## config.mk

```make
export PLATFORM = sky130hd
export DESIGN_NAME = serial_operand_tx
export DESIGN_NICKNAME = d
export VERILOG_FILES = /design/src/rtl/serial_tx_pkg.sv /design/src/rtl/piso_shift.sv /design/src/rtl/serial_operand_tx.sv
export SDC_FILE = /design/constraint.sdc
export NUM_CORES = 1
export LEC_CHECK = 0
export ABC_AREA = 1
export CAP_MARGIN = 20
export CORE_MARGIN = 4
export CORE_UTILIZATION = 35
export CTS_CLUSTER_SIZE = 14
export DETAILED_ROUTE_END_ITERATION = 10
export HOLD_SLACK_MARGIN = 0.12
export PLACE_DENSITY = 0.69
export SLEW_MARGIN = 20
export SYNTH_ARGS = -nofsm -noshare
export SYNTH_HDL_FRONTEND = slang
export SYNTH_SLANG_ARGS = --single-unit
```

## constraint.sdc

```tcl
create_clock -name clk -period 1.4 [get_ports clk]
set_input_delay 0.28 -clock clk [delete_from_list [all_inputs] [get_ports clk]]
set_output_delay 0.28 -clock clk [all_outputs]
set_load 0.02 [all_outputs]
```

## src/rtl/serial_tx_pkg.sv

```systemverilog
// Shared types and defaults for the serial-adder transmit link.
//   state_t            : frame sequencer states
//   DEFAULT_N          : default operand width
//   DEFAULT_CLR_CYCLES : default adder-clear hold length
//   CLR_CNT_W          : width of the clear-phase counter
package serial_tx_pkg;

  typedef enum logic [1:0] {
    IDLE  = 2'd0,
    CLR   = 2'd1,
    SHIFT = 2'd2,
    DONE  = 2'd3
  } state_t;

  localparam int unsigned DEFAULT_N          = 4;
  localparam int unsigned DEFAULT_CLR_CYCLES = 1;
  localparam int unsigned CLR_CNT_W          = 4;

endpackage

```

## src/rtl/piso_shift.sv

```systemverilog
// Parallel-in serial-out shift register, LSB first.
//   clk      : clock
//   reset    : synchronous active-low reset
//   load     : capture par_in (wins over shift_en)
//   shift_en : shift right by one
//   par_in   : parallel operand
//   ser_out  : current LSB of the register
module piso_shift
  import serial_tx_pkg::*;
#(
  parameter int unsigned N = DEFAULT_N
) (
  input  logic         clk,
  input  logic         reset,
  input  logic         load,
  input  logic         shift_en,
  input  logic [N-1:0] par_in,
  output logic         ser_out
);

  logic [N-1:0] sr;

  // Operand storage; zero is shifted into the MSB
  always_ff @(posedge clk) begin
    if (!reset) begin
      sr <= '0;
    end else if (load) begin
      sr <= par_in;
    end else if (shift_en) begin
      sr <= {1'b0, sr[N-1:1]};
    end
  end

  assign ser_out = sr[0];

endmodule

```

## src/rtl/serial_operand_tx.sv

```systemverilog
// Transmit side of the serial-adder link: accepts an operand pair over
// valid/ready, clears the downstream adder, streams both operands LSB first
// and pulses done when the adder result is final.
//   clk, reset          : clock, synchronous active-low reset
//   in_valid / in_ready : operand handshake
//   a_in, b_in          : parallel operands
//   a, b                : serial bit pair to the adder
//   sa_clr              : adder clear (active high)
//   bit_valid, last     : live bit / MSB bit qualifiers
//   busy, done          : frame in progress / result-final pulse
module serial_operand_tx
  import serial_tx_pkg::*;
#(
  parameter int unsigned N          = DEFAULT_N,
  parameter int unsigned CLR_CYCLES = DEFAULT_CLR_CYCLES
) (
  input  logic         clk,
  input  logic         reset,
  input  logic         in_valid,
  output logic         in_ready,
  input  logic [N-1:0] a_in,
  input  logic [N-1:0] b_in,
  output logic         a,
  output logic         b,
  output logic         sa_clr,
  output logic         bit_valid,
  output logic         last,
  output logic         busy,
  output logic         done
);

  localparam int unsigned CNT_W = $clog2(N + 1);
  localparam logic [CNT_W-1:0]     LAST_IDX = CNT_W'(N - 1);
  localparam logic [CLR_CNT_W-1:0] CLR_LAST = CLR_CNT_W'(CLR_CYCLES - 1);

  state_t                 state, state_nxt;
  logic [CNT_W-1:0]       bit_cnt, bit_cnt_nxt;
  logic [CLR_CNT_W-1:0]   clr_cnt, clr_cnt_nxt;
  logic                   load;
  logic                   emit;
  logic                   a_ser, b_ser;

  piso_shift #(.N(N)) u_shift_a (
    .clk      (clk),
    .reset    (reset),
    .load     (load),
    .shift_en (emit),
    .par_in   (a_in),
    .ser_out  (a_ser)
  );

  piso_shift #(.N(N)) u_shift_b (
    .clk      (clk),
    .reset    (reset),
    .load     (load),
    .shift_en (emit),
    .par_in   (b_in),
    .ser_out  (b_ser)
  );

  // State and counter registers
  always_ff @(posedge clk) begin
    if (!reset) begin
      state   <= IDLE;
      bit_cnt <= '0;
      clr_cnt <= '0;
    end else begin
      state   <= state_nxt;
      bit_cnt <= bit_cnt_nxt;
      clr_cnt <= clr_cnt_nxt;
    end
  end

  // Next-state logic; emit marks an edge that presents a new bit pair
  always_comb begin
    state_nxt   = state;
    bit_cnt_nxt = bit_cnt;
    clr_cnt_nxt = clr_cnt;
    load        = 1'b0;
    emit        = 1'b0;
    case (state)
      IDLE: begin
        if (in_valid && in_ready) begin
          load        = 1'b1;
          clr_cnt_nxt = '0;
          bit_cnt_nxt = '0;
          state_nxt   = CLR;
        end
      end
      CLR: begin
        if (clr_cnt == CLR_LAST) begin
          emit        = 1'b1;
          bit_cnt_nxt = '0;
          state_nxt   = SHIFT;
        end else begin
          clr_cnt_nxt = clr_cnt + CLR_CNT_W'(1);
        end
      end
      SHIFT: begin
        if (bit_cnt == LAST_IDX) begin
          state_nxt = DONE;
        end else begin
          emit        = 1'b1;
          bit_cnt_nxt = bit_cnt + CNT_W'(1);
        end
      end
      DONE: begin
        state_nxt = IDLE;
      end
      default: begin
        state_nxt = IDLE;
      end
    endcase
  end

  // Outputs are flops decoded from the upcoming state
  always_ff @(posedge clk) begin
    if (!reset) begin
      in_ready  <= 1'b1;
      sa_clr    <= 1'b1;
      a         <= 1'b0;
      b         <= 1'b0;
      bit_valid <= 1'b0;
      last      <= 1'b0;
      busy      <= 1'b0;
      done      <= 1'b0;
    end else begin
      in_ready  <= (state_nxt == IDLE);
      sa_clr    <= (state_nxt == IDLE) || (state_nxt == CLR);
      a         <= emit ? a_ser : 1'b0;
      b         <= emit ? b_ser : 1'b0;
      bit_valid <= (state_nxt == SHIFT);
      last      <= (state_nxt == SHIFT) && (bit_cnt_nxt == LAST_IDX);
      busy      <= (state_nxt != IDLE);
      done      <= (state_nxt == DONE);
    end
  end

endmodule
```

* Word level (Yosys, flattened, before mapping)
Index checks and enable logic that the tools add are counted.
** Word-level totals
- Flip-flop bits (word level) :: 25
- Bits in latches :: 0
- RAM bits :: 0
- ROM bits :: 0
- Output and inout bits :: 8
- Logic and storage cells :: 56
- Memories kept :: 0
** Operators by class
- Add/sub/neg operators :: 2
- Multiply operators :: 0
- Divide/modulo/power cells :: 0
- Magnitude comparators :: 0
- Equal/unequal tests :: 10
- Shift operators :: 0
- Multiplexer cells :: 20
- Bitwise operators :: 0
- Reductions and logical operators :: 11
** Operators by type and width (count)
- 2-to-1 mux 4 bit :: 6
- 2-to-1 mux 3 bit :: 3
- one-hot mux 3 bit (3 select lines) :: 1
- equality test 2 bit (second input constant) :: 4
- one-hot mux 2 bit (4 select lines) :: 1
- one-hot mux 4 bit (2 select lines) :: 1
- equality test 3 x 2 -> 1 bit (second input constant) :: 2
- 2-to-1 mux 2 bit :: 3
- nonzero test 2 bit :: 3
- adder 4 x 1 -> 4 bit (second input constant) :: 1
- equality test 2 x 1 -> 1 bit (second input constant) :: 2
- logical NOT 2 bit :: 2
- logical NOT 4 bit :: 1
- 2-to-1 mux 1 bit :: 4
- inequality test 2 bit (second input constant) :: 2
- adder 3 x 1 -> 3 bit (second input constant) :: 1
- AND reduction 3 bit :: 1
- logical AND 1 bit :: 2
- one-hot mux 1 bit (2 select lines) :: 1
- AND reduction 2 bit :: 1
- logical OR 1 bit :: 1

* Logic depth before layout (Yosys ltp)
Gate-level depths: netlist of run 1.
- Depth in word-level cells :: 5
- Mapped depth :: 11
- Gate-level depth less buffers :: 11

* Modules after synthesis
Synthesis of run 1 repeated with hierarchy kept, for this count alone.
** Unflattened totals
- Cell total of the unflattened synthesis :: 173
- Area total of the unflattened synthesis :: 1229.9 sq um
** By module, submodules not included
- serial_operand_tx :: instances 1, cells an instance 115, area each 854.6 sq um, sequential area each 340.3 sq um
- piso_shift :: instances 2, cells an instance 29, area each 187.7 sq um, sequential area each 80.1 sq um

* Least setup slack after synthesis of run 1
OpenSTA, ideal clock, no wires.
- Kind :: register to register
- Start point :: register state[0]
- End point :: register last
- Setup time :: 0.062 ns
- Data arrival time :: 1.273 ns
- Required time :: 1.338 ns
- Setup slack :: 0.064 ns
- Stages on the path, launching flop included :: 8
- Buffers on the path :: 0
- Cells stage by stage :: dfxtp_1 > inv_1 > ha_1 > a21oi_1 > nand2_1 > o21ai_0 > nand3_1 > nor2_2
** On the way
- Cells in the longest elaborated chain, start to end :: 4
- Elaborated cells between the ends (all ways) :: 12
- Those cells by class :: eq/ne (5); mux (5); reduce/logical (2)
** Ends and longest elaborated chain
- start, declared :: RTL line serial_operand_tx.sv:36 : state_t state, state_nxt;
- start signal, assigned :: RTL line serial_operand_tx.sv:68 : state <= state_nxt;
- equality test 2 bit (tied with other cells) :: RTL line serial_operand_tx.sv:81 : case (state)
- one-hot mux 3 bit (3 select lines) / one-hot mux 2 bit (4 select lines) (equally long branches) :: RTL line serial_operand_tx.sv:81
- equality test 3 x 2 -> 1 bit / equality test 2 bit (equally long branches) :: RTL line serial_operand_tx.sv:133 : last <= (state_nxt == SHIFT) && (bit_cnt_nxt == LAST_IDX);
- logical AND 1 bit * :: RTL line serial_operand_tx.sv:133
- end signal, assigned :: RTL line serial_operand_tx.sv:133
- end, declared :: RTL line serial_operand_tx.sv:27 : output logic last,
Every way passes the cells marked *; elsewhere a longest branch is shown, timed or not.
A chain may end at the register's enable or synchronous reset.

* Final worst setup path of run 1
Same ends and word-level chain as after synthesis.

==> flow_summary.ini, run 1 <==
[run_status]
status = complete, no violations

[sta]
skew_ps = 3.03
hold_viol_final = 0
worstMarginPinSlew_ps = 237
period_share = 0.994
setup_violations = 0
fmax_mhz = 719
period_needed_ps = 1390
slew_headroom = 0.841
final.setup.tns_ps = 0
fin_ws_ps = 8.62
drv_slew = 0
rsz0062_at_grt = yes

[setup_path]
required_ps = 1650
slowest_delay_ps = 400
worstSetupPathDepth = 9
slowest_stage = dfxtp_4
path_buf_inv = 2
crit_type = flop to flop
reg2reg_depth = 9
cp_max_fo = 4
cpMostUsedCell = nor2_2
critPathTopFamily = flip-flops
crit_arrival_ps = 1640
cp-start-kind = flop
reg2reg_from = state[0]
r2r_slack_ps = 9
cp-end-kind = flop
path_cells = inv_4, ha_4, buf_4, a21oi_4, nand2_2, nor2_2, nor2_1, nand3_1, nor2_2
r2r-end = last

[clock_network]
cts_max_path_buffers = 2
clock_latency_ps = 330
clk_pin_slew_worst_paths_ps = 150
ctsRootBufferMaster = clkbuf_4
cts.hold.buffers_added = 0
cts_tree = done
cts_buffers = 3
htreeDepth = 1
cts.sink_count = 25

[synth]
synth_area_sq_um = 1210
synthDistinctLibCells = 22
yosys_warnings = 0
yosysSeqAreaShare = 0.413
synth_seq_cells = 25
synth.avg_cell_area_sq_um = 7.25
syn_inst = 167
syn_nets = 185

[grt]
grt_overflow_total = 0
grt_max_degree = 17
grt_pass1_wl_mm = 4.13
grt_antenna_before_repair = 0
grt_use_total = 0.119
first_global_vias = 1007

[power]
irDropWorstVdd_mv = 0.662
internal-power_w = 0.00118
powerDensity_nw_per_um2 = 982
pwr-share-seq = 0.441
clock_power_share = 0.196
switching_share = 0.345
p_leak_nw = 0.817
p_sw_w = 0.000620
p_comb_frac = 0.363

[layout]
mostFrequentLayoutCells = nand2_1, dfxtp_1, buf_4, inv_1
instances_no_fill = 253
final_common_cell = nand2_1
multiInputGateArea_sq_um = 786
postLayoutCellArea_sq_um = 1830
drive_above_1_share = 0.386
nets = 226
regArea_sq_um = 509
antenna-diode-count = 0
fillCellCount = 310
syn2layout_area_growth_pct = 50.9

[worst_hold_path]
hold_end = u_shift_b.sr[0]
min-delay-start = u_shift_b.sr[0]
hold_path.class = flop to flop
holdPathStages = 2

[route]
drt_iter0_drc = 77
via_per_inst = 4.66
num_vias = 1179
wl_per_cell_um = 11.1
drt-total-wl_mm = 2.82
drc_errors = 0
ant_nets = 0
drt_pass1_iterations = 4

[placed_design]
port_buffers = 18
placed_cells_incl_taps = 244
postPlaceCellArea_sq_um = 1550
place_ws_ps = -221
place.gp.congestion = 0.787
dp_hpwl_mm = 1.78

[floorplan]
start_util = 0.363
die_x_um = 66.8
std_cell_rows = 21
num_io_pins = 19
coreArea_sq_um = 3340
die-area_sq_um = 4470
die_h_um = 66.8

[flow_run]
cap_violations = 0
-- worst max path at each step --
| stage | slack [ps] | to | startpoint |
|---|---|---|---|
| 5_1_grt | -50 | last | state[0] |
| 6_report | 9 | last | state[0] |
| 4_1_cts | -8 | in_ready | state[0] |
| 3_5_place_dp | -220 | clr_cnt[3] | in_valid |
| 2_1_floorplan | 60 | last | state[0] |
| 3_3_place_gp | -190 | u_shift_b.sr[0] | in_valid |
-- cell usage after synthesis --
| cell | n | area share |
|---|---|---|
| a21oi_1 | 13 | 0.054 |
| a21oi_2 | 1 | 0.0072 |
| buf_2 | 1 | 0.0041 |
| buf_6 | 1 | 0.0093 |
| clkbuf_1 | 1 | 0.0031 |
| clkinv_1 | 1 | 0.0031 |
| dfxtp_1 | 25 | 0.41 |
| ha_1 | 7 | 0.072 |
| inv_1 | 20 | 0.062 |
| inv_2 | 4 | 0.012 |
| nand2_1 | 42 | 0.13 |
| nand2_2 | 8 | 0.041 |
| nand3_1 | 13 | 0.054 |
| nand3_2 | 1 | 0.0083 |
| nand4_1 | 2 | 0.010 |
| nor2_1 | 12 | 0.037 |
| nor2_2 | 2 | 0.010 |
| nor3_1 | 3 | 0.012 |
| nor3b_1 | 1 | 0.0062 |
| nor3b_2 | 2 | 0.021 |
| o21ai_0 | 3 | 0.012 |
| o21ai_1 | 4 | 0.017 |
-- logic make-up (layout without fill, tap and decap cells) --
kind of cell,Yosys count,after routing,synth area share
and+or+nand+nor,86,86,0.331
buffers and inverters,28,68,0.0940
AOI/OAI and AO/OA,21,21,0.0899
DFF,25,25,0.413
adders and majority gates,7,7,0.0723
-- through the flow --
step,power [W],hold WS (ps),utilization
after global placement,0.00126,475,0.464
after floorplan,0.00109,377,-
after CTS,0.00162,477,0.472
final,0.00180,487,0.548
after global routing,0.00191,490,0.548
after detailed placement,0.00127,473,0.464
-- cell type report --
| cell class | count | area share |
|---|---|---|
| clock buffer | 3 | 0.0123 |
| inverter | 25 | 0.0554 |
| clock inverter | 1 | 0.00479 |
| sequential | 25 | 0.279 |
| timing repair buffer | 39 | 0.188 |
| tap | 46 | 0.0315 |
| multi-input combinational | 114 | 0.430 |
-- power groups by stage --
| stage | logic [W] | clock network, W | registers [W] |
|---|---|---|---|
| after floorplan | 0.000271 | 0 | 0.000815 |
| after global placement | 0.000469 | 0 | 0.000796 |
| after detailed placement | 0.000473 | 0 | 0.000798 |
| after CTS | 0.000467 | 0.000367 | 0.000782 |
| after global routing | 0.000718 | 0.000392 | 0.000796 |
| final | 0.000652 | 0.000352 | 0.000791 |
-- sequential cells by signal, indices dropped and copies added (netlist names) --
name / count
sa_clr: 1
clr_cnt: 4
done: 1
a: 1
busy: 1
state: 2
u_shift_a.sr: 4
in_ready: 1
last: 1
b: 1
u_shift_b.sr: 4
bit_cnt: 3
bit_valid: 1
-- per-layer routing --
layer  track usage  part of all wire  up-vias
met5             0                 0        -
met4        0.0228             0.012        0
met3        0.0405             0.034        4
met2         0.194              0.51       23
met1         0.151              0.44      543
li1              -                 -      609
-- what timing repair did --
item,in CTS,in global routing
pin swaps,0,19
cloned,0,0
setup buffers,0,5
setup endpoints to repair,18,18
gates resized for setup,11,60
-- worst reg2reg max path, cell delays in order, from the launching register on --
cell	delay, ps
dfxtp_4	400
inv_4	50
ha_4	190
buf_4	150
a21oi_4	150
nand2_2	90
nor2_2	110
nor2_1	60
nand3_1	90
nor2_2	30
(Power assumes the default switching activity.)
==> run 2, diff against run 1 <==
ABC_AREA = not set   (was 1)
CTS_CLUSTER_DIAMETER = 30   (was not set)
SLEW_MARGIN = not set   (was 20)
==> run 2 against run 1 <==
The flow now finishes with violations (negative setup slack). Non-clock buffer count rose by 3. Cell count decreased by 15%. Critical path depth is 3 lower. Die area decreased by 2.0%. Critical endpoint unchanged. Fmax decreased by 21%. Flip-flop and latch count unchanged. Count of clock-buffer cells in the layout is the same. Routed wire length grew 8.1%. Clock skew rose by 6.9 ps. Sequential share of layout area shrank 0.66 points. Largest power group is now combinational cells.
==> flow_summary.ini, run 2 <==
[clock_network]
ctsRootBufferMaster = clkbuf_4
cts.hold.buffers_added = 0
cts.sink_count = 25
clk_pin_slew_worst_paths_ps = 140
cts_tree = done
htreeDepth = 1
cts_buffers = 3
clock_latency_ps = 330
cts_max_path_buffers = 2

[synth]
yosys_warnings = 0
synth.avg_cell_area_sq_um = 9.04
muxShareOfSynthArea = 0.0190
synthDistinctLibCells = 31
async_reset_ff_frac = 0
synth_most_common_cell = dfxtp_1
synthTopCellsByCount = dfxtp_1, nor2_1, a211oi_1
synth_area_sq_um = 1180
synth_ff_type = dfxtp_1
synthTopCellsByArea = dfxtp_1, ha_1, a211oi_1, nor2_1, o21ai_0
synthXorXnorAreaFrac = 0.0222
synth_compound_area_frac = 0.243
synthSimpleGateAreaFrac = 0.173
yosys.area_share.adder = 0.0740
synth_seq_cells = 25
yosysSeqAreaShare = 0.423
synth_edf_count = 0
synth_top_family_by_area = compound AO/OA/AOI/OAI gates
yosysTopAreaCell = dfxtp_1
syn_nets = 149
syn_inst = 131
netlist.area_leader.share = 0.423

[sta]
rsz0062_at_grt = yes
period_needed_ps = 1760
slew_headroom = 0.791
holdWs_ps = 501
fmax_mhz = 569
hold_viol_final = 0
drv_slew = 0
final.setup.tns_ps = -4150
worstMarginPinSlew_ps = 313
skew_ps = 9.91
setup_violations = 25
fin_ws_ps = -358
period_share = 1.26

[grt]
first_global_vias = 1124
grt_overflow_total = 0
grt_max_degree = 15
grt_use_total = 0.154
grt_antenna_before_repair = 0
grt_pass1_wl_mm = 5.26

[setup_path]
cp-start-kind = flop
cp-end-kind = flop
reg2reg_depth = 6
required_ps = 1640
crit_type = flop to flop
cp_max_fo = 3
crit_arrival_ps = 2000

[floorplan]
start_util = 0.375
coreArea_sq_um = 3150
std_cell_rows = 20
die-area_sq_um = 4380
die_x_um = 66.2
die_h_um = 66.2
num_io_pins = 19

[placed_design]
port_buffers = 18
placed_cells_incl_taps = 208
place.gp.congestion = 0.852
dp_hpwl_mm = 2.16

[layout]
instances_no_fill = 215
utilization = 0.591
fillCellCount = 286
syn2layout_area_growth_pct = 57.4
final_common_cell = dfxtp_1
mostFrequentLayoutCells = dfxtp_1, buf_4, nor2_1, a211oi_2, clkdlybuf4s50_1
antenna-diode-count = 0
nets = 190
drive_above_1_share = 0.474
reg.largest.list = clr_cnt: 4 flops, u_shift_a.sr: 4 flops, u_shift_b.sr: 4 flops

[run_status]
violations = negative setup slack
status = complete, but fails checks

[route]
drc_errors = 0
routed-wl-met2_mm = 1.56
via_per_inst = 5.00
ant_nets = 0
num_vias = 1076
drt-total-wl_mm = 3.05
top_layer = met4
route.met3.wl_um = 89
wl_per_cell_um = 14.2
m1WireLength_mm = 1.37
drt_pass1_iterations = 4
drt_iter0_drc = 40

[worst_hold_path]
hold_path.class = input pin to flop
holdPathStages = 3

[power]
powerDensity_nw_per_um2 = 1120
irDropWorstVdd_mv = 0.645
p_leak_nw = 0.733

[flow_run]
cap_violations = 0
-- run 2: cell count changes after synthesis, sizes merged, moves of 4 or more --
cell	previous run	this run
nand3	14	3
a21oi	14	5
a211oi	0	11
inv	24	8
nand2	50	5
clkbuf	1	5
a21boi	0	5
-- run 2: timing repair --
item                       in CTS  in global routing
pin swaps                      22                 10
setup endpoints to repair      33                 26
gates cloned                    0                  0
buffers inserted                3                  0
gates resized for setup        45                 10
-- run 2: power breakdown --
part	internal, W	switching [W]	total, W
logic	0.000432	0.000466	0.000898
registers	0.000795	0.0000524	0.000847
clock network	0.000107	0.000226	0.000333
total	0.00133	0.000744	0.00208
-- run 2: area by class of cell --
cell class	count	area [sq um]	share of cell area
inverter	8	30.0	0.0161
sequential	25	507	0.272
timing repair buffer	42	375	0.201
clock inverter	1	5.00	0.00269
multi-input combinational	92	868	0.466
clock buffer	3	22.5	0.0121
tap	44	55.1	0.0295
-- run 2: cells by family (layout without fill, tap and decap cells) --
kind of cell    count (synthesis)  after routing
fa+ha+maj                       7              7
flops                          25             25
buf+inv                        14             54
compound gates                 41             41
simple gates                   39             39
mux                             2              2
xor+xnor                        3              3
-- run 2: final timing paths --
| check | start | endpoint | slack [ps] |
|---|---|---|---|
| worst max-delay path | clr_cnt[1] | last | -360 |
| worst min-delay path | b_in[3] | u_shift_b.sr[3] | 500 |
| worst max register to register | clr_cnt[1] | last | -360 |
| worst min register to register | u_shift_a.sr[1] | u_shift_a.sr[0] | 540 |
-- run 2: routing by layer --
layer / vias up / global-route usage
li1: 542 / -
met1: 515 / 0.192
met2: 15 / 0.273
met3: 4 / 0.0289
met4: 0 / 0.0305
met5: - / 0
-- run 2: worst max-delay path, stage by stage (launching register included) --
cell and delay [ps]:
dfxtp_2 350, inv_2 60, ha_4 120, or3b_4 410, a2111oi_4 360, o221ai_2 160
nor4_2 230
-- run 2: per-stage QoR --
| stage | power, W | setup slack [ps] | area [sq um] |
|---|---|---|---|
| 3_5_place_dp | 0.00153 | -337 | 1620 |
| 6_report | 0.00208 | -358 | 1860 |
| 5_1_grt | 0.00221 | -425 | 1860 |
| 2_1_floorplan | 0.00128 | -273 | 1260 |
| 3_3_place_gp | 0.00151 | -322 | 1620 |
| 4_1_cts | 0.00205 | -341 | 1820 |
==> run 3, diff against run 2 <==
TNS_END_PERCENT = 10   (was not set)
==> run 3 against run 2 <==
The flow still finishes with violations (negative setup slack). Routed wire length is 0.89% higher. Global-route usage up 0.26 points. Combinational power is 8.6% lower. Cell area down 5.2%. First-iteration DRC count down 2.5%. Worst hold slack got worse by 27 ps. Critical endpoint unchanged. Largest cell class unchanged. Highest routed layer unchanged.
==> flow_summary.ini, run 3 (synthesized netlist as in run 2, its figures left out) <==
[run_status]
status = complete, but fails checks
violations = negative setup slack

[layout]
nets = 194
postLayoutCellArea_sq_um = 1770
utilization = 0.560
mostFrequentLayoutCells = buf_4, dfxtp_1, nor2_1, clkdlybuf4s50_1, o21ai_0
syn2layout_area_growth_pct = 49.3
drive_above_1_share = 0.366
final_common_cell = buf_4
reg.largest.list = clr_cnt: 4 flops, u_shift_a.sr: 4 flops, u_shift_b.sr: 4 flops
antenna-diode-count = 0
instances_no_fill = 219

[route]
drt_iter0_drc = 39
drt-total-wl_mm = 3.07
via_per_inst = 5.15
drt_pass1_iterations = 4
drc_errors = 0
wl_per_cell_um = 14.0
ant_nets = 0
num_vias = 1128

[power]
p_leak_nw = 0.732
powerDensity_nw_per_um2 = 1140
p_total_w = 0.00201
irDropWorstVdd_mv = 0.549

[worst_hold_path]
hold_path.class = input pin to flop
holdPathStages = 3

[clock_network]
cts_tree = done
cts.sink_count = 25
clock_latency_ps = 340
cts_max_path_buffers = 2
cts.hold.buffers_added = 0
htreeDepth = 1
clk_pin_slew_worst_paths_ps = 150
ctsRootBufferMaster = clkbuf_4
post_cts_buffers = 0
cts_buffers = 3

[grt]
first_global_vias = 1222
grt_overflow_total = 0
grt_max_degree = 17
grt_pass1_wl_mm = 5.22
grt_antenna_before_repair = 0
grt_use_total = 0.156

[sta]
setup_violations = 25
slew_headroom = 0.801
rsz0062_at_grt = yes
period_share = 1.29
hold_viol_final = 0
holdWs_ps = 475
worstMarginPinSlew_ps = 298
fmax_mhz = 554
drv_slew = 0
period_needed_ps = 1800
fin_ws_ps = -404
skew_ps = 12.2

[setup_path]
crit_arrival_ps = 2060
cp_max_fo = 3
slowest_delay_ps = 420
slowest_stage = or3b_4
path_cells = inv_2, ha_4, or3b_4, a211oi_4, buf_6, o221ai_2, nor4_2
reg2reg_depth = 7
crit_type = flop to flop
required_ps = 1650
cp-start-kind = flop
cp-end-kind = flop

[placed_design]
postPlaceCellArea_sq_um = 1640
port_buffers = 18
placed_cells_incl_taps = 215
place.gp.congestion = 0.799
dp_hpwl_mm = 2.27

[floorplan]
die_h_um = 66.2
coreArea_sq_um = 3150
num_io_pins = 19
std_cell_rows = 20
start_util = 0.375
die-area_sq_um = 4380
die_x_um = 66.2

[flow_run]
cap_violations = 0
-- run 3: cell count changes in the layout (fill, tap and decap cells not counted), sizes merged --
cell           delta
buf               +4
clkdlybuf4s15     -1
inv               +1
clkinv            -1
clkbuf            +1
-- run 3: power breakdown --
group / total, W / switching [W] / internal, W / leakage (nW)
logic: 0.000821 / 0.000414 / 0.000407 / 0.507
clock network: 0.000353 / 0.000236 / 0.000117 / 0.0183
registers: 0.000835 / 0.0000424 / 0.000793 / 0.206
-- run 3: path summary, 6_finish.rpt --
path	start	to	slack (ps)
worst max-delay path	clr_cnt[0]	last	-400
worst min-delay path	a_in[3]	u_shift_a.sr[3]	470
worst min register to register	u_shift_a.sr[0]	a	490
worst max register to register	clr_cnt[0]	last	-400
-- run 3: critical path: cells and delay by family, from the launching register on --
| kind | cells | cell delay (ps) |
|---|---|---|
| simple gates | 2 | 640 |
| compound gates | 2 | 400 |
| flops | 1 | 350 |
| buf+inv | 2 | 210 |
| fa+ha+maj | 1 | 130 |
-- run 3: per-stage QoR --
stage	setup WS (ps)	TNS (ps)
global placement	-317	-5340
detailed placement	-388	-6270
floorplan	-273	-3570
global route	-458	-6440
CTS	-347	-4410
finish	-404	-4510
-- run 3: repair_timing --
| item | in CTS | in global routing |
|---|---|---|
| pin swaps | 15 | 1 |
| gates resized for setup | 27 | 12 |
| endpoints found under the setup margin | 33 | 26 |
-- run 3: layout make-up --
type / instances / area, sq um
timing repair buffer: 46 / 384
clock buffer: 3 / 22.5
fill: 287 / 1390
sequential: 25 / 510
multi-input combinational: 92 / 753
inverter: 8 / 32.5
clock inverter: 1 / 8.76
tap: 44 / 55.1
-- run 3: metal layers --
layer | vias to the layer above | GRT usage | routed length, um
met1 | 538 | 0.161 | 1260
met5 | - | 0 | 0
li1 | 548 | - | -
met3 | 14 | 0.0459 | 92
met4 | 0 | 0.0964 | 136
met2 | 28 | 0.274 | 1590
